`src/rtl/intc_pkg.sv`:
```
// Shared types and defaults for the multi-channel interrupt controller.
package intc_pkg;

    typedef enum logic [1:0] {
        IDLE = 2'd0,
        REQ  = 2'd1,
        SVC  = 2'd2
    } state_e;

    localparam logic [15:0] DEF_VEC_BASE   = 16'h0002;
    localparam int          DEF_VEC_STRIDE = 2;

    // Channel-id width; never below 1 so a port of that width stays legal.
    function automatic int idw(input int n);
        return (n > 1) ? $clog2(n) : 1;
    endfunction

endpackage

```
`src/rtl/intc_prio_enc.sv`:
```
// Lowest-index-wins priority encoder over a request vector.
module intc_prio_enc #(
    parameter int N   = 4,
    parameter int IDW = 2
) (
    input  logic [N-1:0]   req,
    output logic           valid,
    output logic [IDW-1:0] id
);

    // Scan from the top down so the lowest set index is the last one written.
    always_comb begin
        valid = 1'b0;
        id    = '0;
        for (int i = N - 1; i >= 0; i--) begin
            if (req[i]) begin
                valid = 1'b1;
                id    = IDW'(i);
            end
        end
    end

endmodule

```
`src/rtl/intc_multi_irq.sv`:
```
// Edge-triggered, maskable, fixed-priority interrupt controller with an
// ack/eoi handshake and per-channel vector output.
module intc_multi_irq
    import intc_pkg::*;
#(
    parameter int             N_IRQ      = 4,
    parameter int             W          = 16,
    parameter logic [W-1:0]   VEC_BASE   = W'(DEF_VEC_BASE),
    parameter int             VEC_STRIDE = DEF_VEC_STRIDE,
    localparam int            IDW        = idw(N_IRQ)
) (
    input  logic             clk,
    input  logic             rst,
    input  logic [N_IRQ-1:0] irq_in,
    input  logic             mask_we,
    input  logic [N_IRQ-1:0] mask_wdata,
    input  logic             ack,
    input  logic             eoi,
    input  logic             ovr_clr,
    output logic             interrupt,
    output logic [IDW-1:0]   irq_id,
    output logic [W-1:0]     vector,
    output logic [N_IRQ-1:0] pending,
    output logic [N_IRQ-1:0] overrun,
    output logic             in_service
);

    state_e           state_q, state_d;
    logic [N_IRQ-1:0] irq_prev_q;
    logic [N_IRQ-1:0] pending_q, pending_d;
    logic [N_IRQ-1:0] overrun_q, overrun_d;
    logic [N_IRQ-1:0] mask_q, mask_d;
    logic [IDW-1:0]   irq_id_q, irq_id_d;
    logic [W-1:0]     vector_q, vector_d;
    logic [N_IRQ-1:0] edge_evt, ack_clr, cand;
    logic             win_vld;
    logic [IDW-1:0]   win_id;

    // A fresh edge always beats a same-cycle ack clear, and is then not an overrun.
    always_comb begin
        edge_evt = irq_in & ~irq_prev_q;
        ack_clr  = '0;
        if (state_q == REQ && ack) begin
            ack_clr[irq_id_q] = 1'b1;
        end
        pending_d = (pending_q & ~ack_clr) | edge_evt;
        overrun_d = (ovr_clr ? '0 : overrun_q) | (edge_evt & pending_q & ~ack_clr);
        mask_d    = mask_we ? mask_wdata : mask_q;
    end

    assign cand = pending_q & ~mask_q;

    intc_prio_enc #(
        .N   (N_IRQ),
        .IDW (IDW)
    ) u_prio (
        .req   (cand),
        .valid (win_vld),
        .id    (win_id)
    );

    // irq_id is only reloaded in IDLE: a pending request is never retracted.
    always_comb begin
        state_d  = state_q;
        irq_id_d = irq_id_q;
        case (state_q)
            IDLE: begin
                if (win_vld) begin
                    irq_id_d = win_id;
                    state_d  = REQ;
                end
            end
            REQ:     if (ack) state_d = SVC;
            SVC:     if (eoi) state_d = IDLE;
            default: state_d = IDLE;
        endcase
        vector_d = VEC_BASE + W'(VEC_STRIDE) * W'(irq_id_d);
    end

    always_ff @(posedge clk) begin
        irq_prev_q <= irq_in;
        if (rst) begin
            state_q   <= IDLE;
            pending_q <= '0;
            overrun_q <= '0;
            mask_q    <= '1;
            irq_id_q  <= '0;
            vector_q  <= VEC_BASE;
        end else begin
            state_q   <= state_d;
            pending_q <= pending_d;
            overrun_q <= overrun_d;
            mask_q    <= mask_d;
            irq_id_q  <= irq_id_d;
            vector_q  <= vector_d;
        end
    end

    assign interrupt  = (state_q == REQ);
    assign in_service = (state_q == SVC);
    assign irq_id     = irq_id_q;
    assign vector     = vector_q;
    assign pending    = pending_q;
    assign overrun    = overrun_q;

endmodule

```
`config.mk`:
```
export PLATFORM = sky130hd
export DESIGN_NAME = intc_multi_irq
export DESIGN_NICKNAME = d
export VERILOG_FILES = /design/src/rtl/intc_pkg.sv /design/src/rtl/intc_prio_enc.sv /design/src/rtl/intc_multi_irq.sv
export SDC_FILE = /design/constraint.sdc
export NUM_CORES = 1
export LEC_CHECK = 0
export CAP_MARGIN = 5
export CORE_UTILIZATION = 44
export DETAILED_ROUTE_END_ITERATION = 10
export GPL_TIMING_DRIVEN = 0
export PLACE_DENSITY_LB_ADDON = 0.15
export SLEW_MARGIN = 20
export SYNTH_ARGS = -nofsm -noshare
export SYNTH_HDL_FRONTEND = slang
export SYNTH_SLANG_ARGS = --single-unit
```
`constraint.sdc`:
```
create_clock -name clk -period 2.85 [get_ports clk]
set_input_delay 0.57 -clock clk [delete_from_list [all_inputs] [get_ports clk]]
set_output_delay 0.57 -clock clk [all_outputs]
set_load 0.005 [all_outputs]
```
==> impl_metrics.ini <==
[run_status]
status = finished clean

[route]
vias = 757
vias_per_cell = 4.401
routed_wl_microns = 1662
post_drt_wl_per_cell_microns = 9.663
drc_errors = 0
dr.pass1.iters = 4
drt_iter0_drc = 10
ant_nets = 0

[sta]
drv_slew = 0
finalSetupViolations = 0
layout_min_cycle_time_ps = 1992
hold_viol = 0
rsz0062_at_grt = false
fin_ws_ps = 857.8
final.period_utilization_pct = 69.90
worst_hold_slack_ps = 476.3
clock-skew-final_ps = 1.833
finalSetupTns_ps = 0
clock.fmax_mhz = 501.9

[clocking]
postCtsSetupRepairBufs = 0
cts_tree = yes
clock_sinks = 23
ctsResizeCount = 0
cts_max_level = 1
cts_hold_buf = 0
cts_made_buffers = 3
clockRootBuffer = clkbuf_4
clockBufferDepth = 2
clk_latency_ps = 300
clkSlewWorstSetupHoldPaths_ps = 120

[synthesis]
ys.flop_type = dfxtp_1
post-synth-top-count-cell = dfxtp_1
synth_warnings = 0
synth.cell_area_sq_um = 963.4
synthTopCellsByCount = 23 x dfxtp_1, 13 x buf_4, 10 x nand2b_1, 9 x a21oi_1, 8 x nand2_1
yosysTopAreaCell = dfxtp_1
ys_top_cells_by_area = dfxtp_1 48%, buf_4 10%, nand2b_1 6.5%
ys_seq_area_share_pct = 47.79
async_reset_ff_share_pct = 0
yosysTopAreaCellShare_pct = 47.79
synth_cell_types = 32
syn_avg_cell_area_sq_um = 9.445
syn_inst = 102
ys_ff_latch = 23
synth_edf_count = 0

[setup_path]
worstPathRequired_ps = 2280
critical_path.endpoint_type = primary output
r2r_cells = 5
crit_path_max_fanout = 6
start_kind = register
arrival_ps = 1420
critPathKind = register to primary output

[cells_and_area]
drive_gt1_share_pct = 16.55
post-route-util_pct = 66.88
nets = 160
num_antenna_cells = 0
area.growth.synth_to_final_pct = 38.96
finalNonFillerCells = 172

[run]
max_cap_violations = 0

[die]
core_area_sq_mm = 0.002002
rows = 16
die_y_microns = 48.80
pin_count = 42
die-width_microns = 48.80
initial_utilization_pct = 48.12
dieArea_sq_mm = 0.002381

[grt]
grt_max_degree = 13
grtUsageTotal_pct = 14.73
overflow = 0
antenna_found_initial = 0
grt_pass1_vias = 657
grt_pass1_wl_microns = 2704

[place]
post-dp-hpwl_microns = 1355
numPortBuffers = 27
dp.cells = 168
globalplace.congestion = 0.7574
pre_cts_ws_ps = 962.2

[power]
power_density_mw_per_mm2 = 449.4
power.leakage_nw = 0.5724
peakVddDrop_mv = 0.3010

[worst_hold_path]
hold_depth = 2
worstHoldPathType = register to register
[through the flow]
step	instance area [sq um]	total power, mW
2_1_floorplan	1008	0.4170
3_3_place_gp	1313	0.4636
3_5_place_dp	1313	0.4651
4_1_cts	1339	0.6096
5_1_grt	1339	0.6355
6_report	1339	0.6017
[cells by family after synthesis]
group                     after synthesis  synth area share, %
other                                   1               0.3892
muxes                                   3                3.117
buffers and inverters                  20                12.86
AOI/OAI and AO/OA                      17                11.69
DFF                                    23                47.79
xor gates and xnor gates                1               0.9093
and+or+nand+nor                        37                23.25
[cell usage in the layout (no fill, tap or decap), drive strengths merged]
| master | n |
|---|---|
| nand3 | 1 |
| inv | 5 |
| a21oi | 10 |
| xnor2 | 1 |
| or2 | 4 |
| clkdlybuf4s50 | 27 |
| and2b | 1 |
| conb | 13 |
| o22ai | 3 |
| nand2 | 8 |
| nand3b | 1 |
| and3b | 1 |
| a31oi | 1 |
| nand2b | 11 |
| mux2i | 3 |
| buf | 13 |
| o21ai | 1 |
| nor2 | 4 |
| and4b | 1 |
| o211ai | 1 |
| nor2b | 3 |
| o41ai | 1 |
| and2 | 1 |
| nor4b | 1 |
| clkbuf | 6 |
| dfxtp | 23 |
[layer usage]
layer  part of all wire [%]  vias up  routed length [microns]  GRT usage [%]
met5                      0        -                        0              0
li1                       -      398                        -              -
met3                    5.4        2                       90          3.427
met4                   0.78        0                       13          5.882
met1                     45      335                      742          17.48
met2                     49       22                      815          25.46
[layout make-up]
type / instances / area [sq um]
sequential: 23 / 460.4
inverter: 5 / 18.77
tap: 27 / 33.78
fill: 176 / 663.1
timing repair buffer: 27 / 270.3
clock buffer: 4 / 26.28
multi-input combinational: 71 / 424.2
buffer: 15 / 105.1
[registers in the layout, indices dropped and copies added (netlist names), named ones only]
signal,flops
state_q,2
mask_q,4
overrun,4
irq_prev_q,4
vector,3
pending,4
irq_id,1
[worst paths after layout]
kind / from / to / slack [ps]
hold / removal: overrun[0]$_SDFF_PP0_ / overrun[0]$_SDFF_PP0_ / 480
setup reg to reg: state_q[0]$_SDFFE_PP0P_ / overrun[1]$_SDFF_PP0_ / 1580
hold reg to reg: overrun[0]$_SDFF_PP0_ / overrun[0]$_SDFF_PP0_ / 480
setup / recovery: state_q[1]$_SDFFE_PP0P_ / in_service / 860
[worst max-delay path, stage by stage, from the launching register on]
cell and delay [ps]:
dfxtp_1 420, nor2b_1 190, clkdlybuf4s50_1 510
[where the power goes]
group | switching (mW) | leakage (nW) | internal [mW]
Clock | 0.0893 | 0.0150 | 0.0545
Combinational | 0.0389 | 0.368 | 0.0677
Sequential | 0.0121 | 0.189 | 0.339
Note: power is estimated with default switching activity, not from simulation.
